--- src/rtl/id_stage_pipe.sv ---
// RV32I/RV32E decode stage with register file and one registered output slot.
// Optional ID_BYPASS_EN forwards same-cycle writeback into captured/held operands.
module id_stage_pipe #(
  parameter int XLEN  = 32,
  parameter int NREGS = 32
) (
  input  logic            clk,
  input  logic            rst,
  input  logic            i_valid,
  output logic            o_ready,
  input  logic [31:0]     i_instr,
  input  logic [XLEN-1:0] i_pc,
  input  logic            i_flush,
  input  logic            i_wr,
  input  logic [4:0]      i_rd_addr,
  input  logic [XLEN-1:0] i_write_data,
  output logic            o_valid,
  input  logic            i_ready,
  output logic [XLEN-1:0] o_pc,
  output logic [XLEN-1:0] o_rs1_data,
  output logic [XLEN-1:0] o_rs2_data,
  output logic [4:0]      o_rs1_addr,
  output logic [4:0]      o_rs2_addr,
  output logic [4:0]      o_rd_addr,
  output logic [XLEN-1:0] o_imm_data,
  output logic [6:0]      o_opcode,
  output logic [2:0]      o_func3,
  output logic [3:0]      o_alu_ctrl,
  output logic            o_illegal
);
  localparam int RA_W = $clog2(NREGS);

  localparam logic [6:0] OP_LUI    = 7'h37;
  localparam logic [6:0] OP_AUIPC  = 7'h17;
  localparam logic [6:0] OP_JAL    = 7'h6F;
  localparam logic [6:0] OP_JALR   = 7'h67;
  localparam logic [6:0] OP_BRANCH = 7'h63;
  localparam logic [6:0] OP_LOAD   = 7'h03;
  localparam logic [6:0] OP_STORE  = 7'h23;
  localparam logic [6:0] OP_IMM    = 7'h13;
  localparam logic [6:0] OP_OP     = 7'h33;

  logic [XLEN-1:0] rf [NREGS];
  logic            wr_en;
  logic            accept;
  logic [6:0]      opcode;
  logic [2:0]      func3;
  logic [4:0]      rs1, rs2, rd;
  logic [XLEN-1:0] imm, rs1_val, rs2_val;
  logic [3:0]      alu;
  logic            known, use_rs1, use_rs2, use_rd, illegal;

  assign o_ready = !o_valid || i_ready;
  assign accept  = i_valid && o_ready && !i_flush;
  assign wr_en   = i_wr && (i_rd_addr != 5'd0) && (int'(i_rd_addr) < NREGS);

  assign opcode = i_instr[6:0];
  assign func3  = i_instr[14:12];
  assign rd     = i_instr[11:7];
  assign rs1    = i_instr[19:15];
  assign rs2    = i_instr[24:20];

  always_ff @(posedge clk) begin
    if (rst) begin
      for (int i = 0; i < NREGS; i++) rf[i] <= '0;
    end else if (wr_en) begin
      rf[i_rd_addr[RA_W-1:0]] <= i_write_data;
    end
  end

  // Register file is read before the same-edge write lands.
  always_comb begin
    rs1_val = '0;
    rs2_val = '0;
    if (rs1 != 5'd0 && int'(rs1) < NREGS) rs1_val = rf[rs1[RA_W-1:0]];
    if (rs2 != 5'd0 && int'(rs2) < NREGS) rs2_val = rf[rs2[RA_W-1:0]];
`ifdef ID_BYPASS_EN
    if (wr_en && i_rd_addr == rs1) rs1_val = i_write_data;
    if (wr_en && i_rd_addr == rs2) rs2_val = i_write_data;
`endif
  end

  always_comb begin
    imm     = '0;
    alu     = 4'b0000;
    known   = 1'b1;
    use_rs1 = 1'b0;
    use_rs2 = 1'b0;
    use_rd  = 1'b0;
    case (opcode)
      OP_LUI, OP_AUIPC: begin
        imm    = {{(XLEN-31){i_instr[31]}}, i_instr[30:12], 12'b0};
        use_rd = 1'b1;
      end
      OP_JAL: begin
        imm    = {{(XLEN-20){i_instr[31]}}, i_instr[19:12], i_instr[20], i_instr[30:21], 1'b0};
        use_rd = 1'b1;
      end
      OP_JALR, OP_LOAD: begin
        imm     = {{(XLEN-11){i_instr[31]}}, i_instr[30:20]};
        use_rs1 = 1'b1;
        use_rd  = 1'b1;
      end
      OP_IMM: begin
        imm     = {{(XLEN-11){i_instr[31]}}, i_instr[30:20]};
        alu     = {(func3 == 3'b101) && i_instr[30], func3};
        use_rs1 = 1'b1;
        use_rd  = 1'b1;
      end
      OP_BRANCH: begin
        imm     = {{(XLEN-12){i_instr[31]}}, i_instr[7], i_instr[30:25], i_instr[11:8], 1'b0};
        use_rs1 = 1'b1;
        use_rs2 = 1'b1;
      end
      OP_STORE: begin
        imm     = {{(XLEN-11){i_instr[31]}}, i_instr[30:25], i_instr[11:7]};
        use_rs1 = 1'b1;
        use_rs2 = 1'b1;
      end
      OP_OP: begin
        alu     = {i_instr[30], func3};
        use_rs1 = 1'b1;
        use_rs2 = 1'b1;
        use_rd  = 1'b1;
      end
      default: known = 1'b0;
    endcase
    illegal = !known
            || (use_rs1 && int'(rs1) >= NREGS)
            || (use_rs2 && int'(rs2) >= NREGS)
            || (use_rd  && int'(rd)  >= NREGS);
  end

  // Flush outranks accept; a stalled bundle holds everything except bypassed operands.
  always_ff @(posedge clk) begin
    if (rst) begin
      o_valid    <= 1'b0;
      o_pc       <= '0;
      o_rs1_data <= '0;
      o_rs2_data <= '0;
      o_rs1_addr <= '0;
      o_rs2_addr <= '0;
      o_rd_addr  <= '0;
      o_imm_data <= '0;
      o_opcode   <= '0;
      o_func3    <= '0;
      o_alu_ctrl <= '0;
      o_illegal  <= 1'b0;
    end else if (i_flush) begin
      o_valid <= 1'b0;
    end else if (accept) begin
      o_valid    <= 1'b1;
      o_pc       <= i_pc;
      o_rs1_data <= rs1_val;
      o_rs2_data <= rs2_val;
      o_rs1_addr <= rs1;
      o_rs2_addr <= rs2;
      o_rd_addr  <= rd;
      o_imm_data <= imm;
      o_opcode   <= opcode;
      o_func3    <= func3;
      o_alu_ctrl <= alu;
      o_illegal  <= illegal;
    end else if (i_ready) begin
      o_valid <= 1'b0;
    end else begin
`ifdef ID_BYPASS_EN
      if (o_valid && wr_en && i_rd_addr == o_rs1_addr) o_rs1_data <= i_write_data;
      if (o_valid && wr_en && i_rd_addr == o_rs2_addr) o_rs2_data <= i_write_data;
`endif
    end
  end
endmodule

--- config.mk ---
export PLATFORM = sky130hd
export DESIGN_NAME = id_stage_pipe
export DESIGN_NICKNAME = d
export VERILOG_FILES = /design/src/rtl/id_stage_pipe.sv
export SDC_FILE = /design/constraint.sdc
export NUM_CORES = 2
export LEC_CHECK = 0
export BUFFER_PORTS_ARGS = -buffer_cell sky130_fd_sc_hd__buf_2
export CAP_MARGIN = 20
export CORE_ASPECT_RATIO = 1.2
export CORE_MARGIN = 2
export CORE_UTILIZATION = 35
export DETAILED_ROUTE_END_ITERATION = 8
export PLACE_DENSITY_LB_ADDON = 0.15
export SKIP_LAST_GASP = 1
export SYNTH_ARGS = -nofsm -noshare
export SYNTH_HDL_FRONTEND = slang
export SYNTH_SLANG_ARGS = --single-unit
--- constraint.sdc ---
create_clock -name clk -period 5.36 [get_ports clk]
set_input_delay 0 -clock clk [delete_from_list [all_inputs] [get_ports clk]]
set_output_delay 0 -clock clk [all_outputs]
set_load 0.1 [all_outputs]
* Yosys cells after proc, flatten, opt, wreduce, memory -nomap -nowiden
Memory sizes are Yosys's and may differ from the RTL's.
Cells that the tools add are included.
** Operators by class
- Reductions and logical operators :: 18
- Bitwise operators :: 1
- Multiplexer cells :: 15
- Equal/unequal tests :: 10
** Operator list (number)
- $pmux 32 s5 :: 1
- $mux 32 :: 3
- $reduce_or 32->1 :: 1
- $eq 7x6->1 const B :: 3
- $eq 7x7->1 const B :: 3
- $reduce_bool 5->1 :: 3
- $eq 7x5->1 const B :: 2
- $mux 1 :: 9
- $reduce_or 9->1 :: 1
- $pmux 4 s2 :: 1
- $eq 7x2->1 const B :: 1
- $mux 5 :: 1
- $logic_and 1x1->1 :: 4
- $reduce_or 2->1 :: 2
- $eq 3x3->1 const B :: 1
- $logic_not 1->1 :: 3
- $reduce_or 3->1 :: 1
- $reduce_and 2->1 :: 1
- $reduce_bool 2->1 :: 1
- $logic_or 1x1->1 :: 1
- $not 1->1 :: 1
** Storage, ports and cells
- Output and inout bits :: 160
- Memories kept :: 1
- Bits of input ports :: 107
- Flip-flop bits (word level) :: 159
- Logic and storage cells :: 57
- RAM bits :: 1024
** Memory list
- rf :: depth 32, width 32, read ports 2, clocked after Yosys merged registers in 0, wr ports 32, RTL line 43 : logic [XLEN-1:0] rf [NREGS];

* Logic depth before layout (Yosys ltp)
- Word-level depth :: 7
- Gate-level depth with buffers :: 9
- Gate-level depth less buffers :: 6

* Worst setup path before layout
Ideal clock, no wire load.
- Kind :: register to register
- Start :: reg o_valid
- End :: reg o_rs2_data[12]
- Setup slack :: 2478 ps
- Arrival :: 2795 ps
- Path buffers :: 1
- Library setup time :: 87 ps
- Stages on the path, launching flop included :: 8
- Period minus slack after synthesis :: 2882 ps
- Cells stage by stage :: dfxtp_1 > nor2b_1 > inv_1 > nand2_1 > nor4_1 > buf_2 > a222oi_1 > o31ai_1
** Between the ends
- Cells in the longest elaborated chain, start to end :: 5
** RTL lines
- from (decl) :: RTL line 17 : output logic o_valid,
- from (signal assigned) :: RTL line 137 : o_valid <= 1'b0;
- from (signal assigned) :: RTL line 150 : o_valid <= 1'b0;
- from (signal assigned) :: RTL line 152 : o_valid <= 1'b1;
- $logic_not 1->1 :: RTL line 53 : assign o_ready = !o_valid || i_ready;
- $logic_or 1x1->1 :: RTL line 53
- via o_ready :: RTL line 10 : output logic o_ready,
- $logic_and 1x1->1 (2 in series) :: RTL line 54 : assign accept = i_valid && o_ready && !i_flush;
- $reduce_and 2->1 (no source line)
- to (signal assigned) :: RTL line 155 : o_rs2_data <= rs2_val;
- to (decl) :: RTL line 21 : output logic [XLEN-1:0] o_rs2_data,
The timed path passes the listed nets, and every way through them passes these cells.
A chain may end at the register's enable or synchronous reset.

* Worst setup path after layout
- Start :: reg o_valid
- End :: reg o_rs1_data[31]
** Between the ends
- Cells in the longest elaborated chain, start to end :: 5
** RTL lines
- $logic_not 1->1 :: RTL line 53
- $logic_or 1x1->1 :: RTL line 53
- $logic_and 1x1->1 (2 in series) :: RTL line 54
- $reduce_and 2->1 (no source line)
- to (signal assigned) :: RTL line 154 : o_rs1_data <= rs1_val;
- to (decl) :: RTL line 20 : output logic [XLEN-1:0] o_rs1_data,
Every way passes these cells.

==> impl_results.rst <==
.. list-table::
   :header-rows: 1

   * - Metric
     - Value
   * - Status
     - completed
   * - Final critical path time including I/O delays and setup
     - 3.17 ns
   * - Quantity of I/O buffers inserted on ports
     - 266
   * - Clock latency reported for the late side of the worst-skew pair
     - 0.79 ns
   * - Proportion of synthesized chip area in sequential cells
     - 0.568
   * - Maximum clock skew at final layout
     - 0.0262 ns
   * - Max_cap viols
     - 0
   * - GRT Resource Usage Total
     - 0.245
   * - Element type at the critical path end
     - flip-flop
   * - Sum of buffers and inverters on the critical path
     - 2
   * - Top-level I/O count
     - 267
   * - Drt initial violations
     - 4711
   * - Final routed wire length divided by cell count
     - 31.6 um
   * - Final weighted congestion in routability-driven placement
     - 0.802
   * - Layout cells sized above 1
     - 0.293
   * - Critical path data arrival time
     - 3.80 ns
   * - Cell Chain, Critical Path
     - nor2b_1 > nor3b_2 > buf_4 > nor2_4 > buf_4 > a222oi_1 > o31ai_1
   * - Distinct cells, synth
     - between 40 and 50
   * - FFs w/ async S/R, synth
     - 0
   * - Std-Cell Core Area
     - 170000 sq um
   * - #FFs+latches synth
     - 1183
   * - Synth area leader
     - edfxtp_1
   * - Clock transition at path regs
     - 0.06 ns
   * - Gate Count Post-Synth
     - 4065
   * - Number of global-route vias before repair
     - 38500
   * - Count leader, synth
     - edfxtp_1
   * - Maximum achievable frequency
     - 0.315 GHz
   * - Worst max-slew margin expressed relative to the limit
     - 0.212
   * - Number of H-tree levels
     - 4
   * - Unrepaired setup endpoints after global routing
     - false
   * - Resize count post-CTS
     - 0
   * - Final sum of negative setup slack
     - 0 ns
   * - Post-CTS repair timing setup buffer count
     - 0
   * - Area of the mapped netlist
     - 59800 sq um
   * - Via count of the routed design
     - 37800
   * - PD cells
     - 330 nW/um^2
   * - Remaining antenna violation count after routing
     - 0
   * - Hold_buf cts
     - 195
   * - Number of antenna violations at the first check in global routing
     - 38
   * - Remaining Overflow, GRT
     - 0
   * - Setup crit start kind
     - flip-flop
   * - Mapped Avg Cell Area
     - 14.7 sq um
   * - Global-route wire length before repair
     - 301 mm
   * - Routed vias/inst
     - 5.59
   * - Hold WC Path Type
     - in2reg
   * - Main flop type after synthesis
     - edfxtp_1
   * - Standard-cell row count
     - 166
   * - Area of the die
     - roughly 170000 sq um
   * - Final-report hold violation count
     - 0
   * - Startpoint-to-endpoint class of the critical path
     - reg2reg
   * - Number of pins with negative max-slew slack in the final report
     - 0
   * - Root Buffer
     - clkbuf_16
   * - Hpwl dp
     - approximately 130 mm
   * - Final routed wirelength across all metal layers
     - between 200 and 250 mm
   * - Static Leak
     - 0.0245 uW
   * - Post-Place Worst Slack
     - 2.13 ns
   * - Chip Width
     - 381 um
   * - Largest voltage drop on the vdd net
     - 0.000335 V
   * - Setup slack after layout
     - ~2.2 ns
   * - Maximum single-stage delay on the critical path
     - 0.97 ns
   * - Top post-synthesis cells by area
     - edfxtp_1 51%, mux4_2 19%, and2_1 10%, dfxtp_1 5.3%, mux2_2 3.0%
   * - Residual DRC count
     - 0
   * - CP dominant cell by count
     - buf_4
   * - Pin count of the biggest net entering global routing
     - 86
   * - Number of synthesized flops with an enable pin
     - 1024
   * - Area added between synthesis and finish
     - 17.2%
   * - TritonCTS clock tree
     - built
   * - Most frequent cells after synthesis
     - 1024 x edfxtp_1, 994 x and2_1, 512 x mux4_2
   * - Critical Path RT
     - 5.99 ns
   * - Fin crit share
     - 0.592
   * - # clock sinks
     - 1183
   * - Vertical die dimension
     - 457 um
   * - Starting density of the core
     - 0.351
   * - CP delay by family, top
     - compound AO/OA/AOI/OAI gates
   * - Maximum fanout along the worst path
     - 65
   * - Number of nets in the layout
     - ~4500
   * - Worst-margin pin slew
     - between 1 and 1.5 ns
   * - Slowest library cell on the worst path
     - a222oi_1
   * - R2R setup slack
     - between 2 and 2.5 ns
   * - Buffer depth of the longest clock path
     - 3
   * - Area share of the largest cell type after synthesis
     - 0.515
   * - Drt pass-1 iters
     - 9
   * - # setup viols final
     - 0
   * - Synth warnings
     - 0
   * - Inserted Clock Buffers
     - 134
metal layers:
layer,GRT usage,vias to the layer above,part of all wire
met3,0.0554,323,0.083
met2,0.390,1584,0.47
li1,-,16100,-
met1,0.333,19900,0.41
met4,0.0746,12,0.029
met5,0,-,0.00032
tightest hold or removal path: cells and delay by family:
family	cells	cell delay, ns
buffers and inverters	2	0.68
and+or+nand+nor	1	0.07
AOI/OAI and AO/OA	1	0.06
stage by stage:
step / util / cells / hold slack, ns / power, uW / instance area, sq um
after global routing: 0.412 / 6762 / 0.0611 / 23800 / 70000
after CTS: 0.411 / 6758 / 0.0113 / 23200 / 70000
final: 0.412 / 6771 / 0.0682 / 23100 / 70000
after floorplan: - / 4096 / 0.0768 / 12800 / 59900
after detailed placement: 0.374 / 6317 / 0.248 / 13800 / 63700
after global placement: 0.374 / 6310 / 0.241 / 13800 / 63500
logic make-up after synthesis:
kind of cell / synth area share
AOI/OAI and AO/OA: 0.0410
buffers and inverters: 0.0318
DFF: 0.568
muxes: 0.228
other: 0.0000628
and+or+nand+nor: 0.131
worst paths after layout:
kind / start / endpoint / cells after the start
worst min-delay path: i_instr[12] / o_alu_ctrl[0] / 4
worst max-delay path: o_valid / o_rs1_data[31] / 7
worst min register to register: o_imm_data[20] / o_imm_data[20] / 2
worst max register to register: o_valid / o_rs1_data[31] / 7
power by group:
| part | switching [uW] | total, uW | leakage [uW] | internal, uW |
|---|---|---|---|---|
| Sequential | 292 | 10800 | 0.0110 | 10500 |
| Combinational | 1850 | 2960 | 0.0113 | 1110 |
| Clock | 3950 | 9340 | 0.00215 | 5380 |
| Total | 6090 | 23100 | 0.0245 | 17000 |
sequential cells by signal (all words and copies together), names as in the netlist:
name	cells
o_rs2_addr	5
rf	1024
o_illegal	1
o_valid	1
o_alu_ctrl	4
o_func3	3
o_rs1_addr	5
o_rs2_data	32
o_rs1_data	32
o_imm_data	32
o_pc	32
o_rd_addr	5
o_opcode	7
area by class of cell:
class                   count  area (sq um)
fillers                 15400        100000
repair buffers            571          4430
inverters                  34           128
well taps                2268          2840
clock buffers             196          3880
diodes                     12          30.0
clock inverters            50           484
flip-flops and latches   1183         33900
multi-input cells        2457         24300
layout by cell type, fill, tap and decap left out, types with 12 or more instances in the layout:
master,count
edfxtp_1,1024
and2_1,994
mux4_2,512
buf_2,257
dlygate4sd3_1,195
nand2_1,179
mux2_2,160
dfxtp_1,159
a21oi_1,144
clkbuf_16,139
buf_4,92
o21ai_0,89
a222oi_1,62
nor2b_1,40
clkbuf_1,37
inv_1,34
or2_2,33
a211oi_1,33
nor2_4,32
o31ai_1,32
conb_1,32
mux2i_1,31
buf_12,20
clkbuf_8,19
nor2_1,17
clkinv_1,17
clkinv_2,16
diode_2,12
Note: power is estimated with default switching activity, not from simulation.
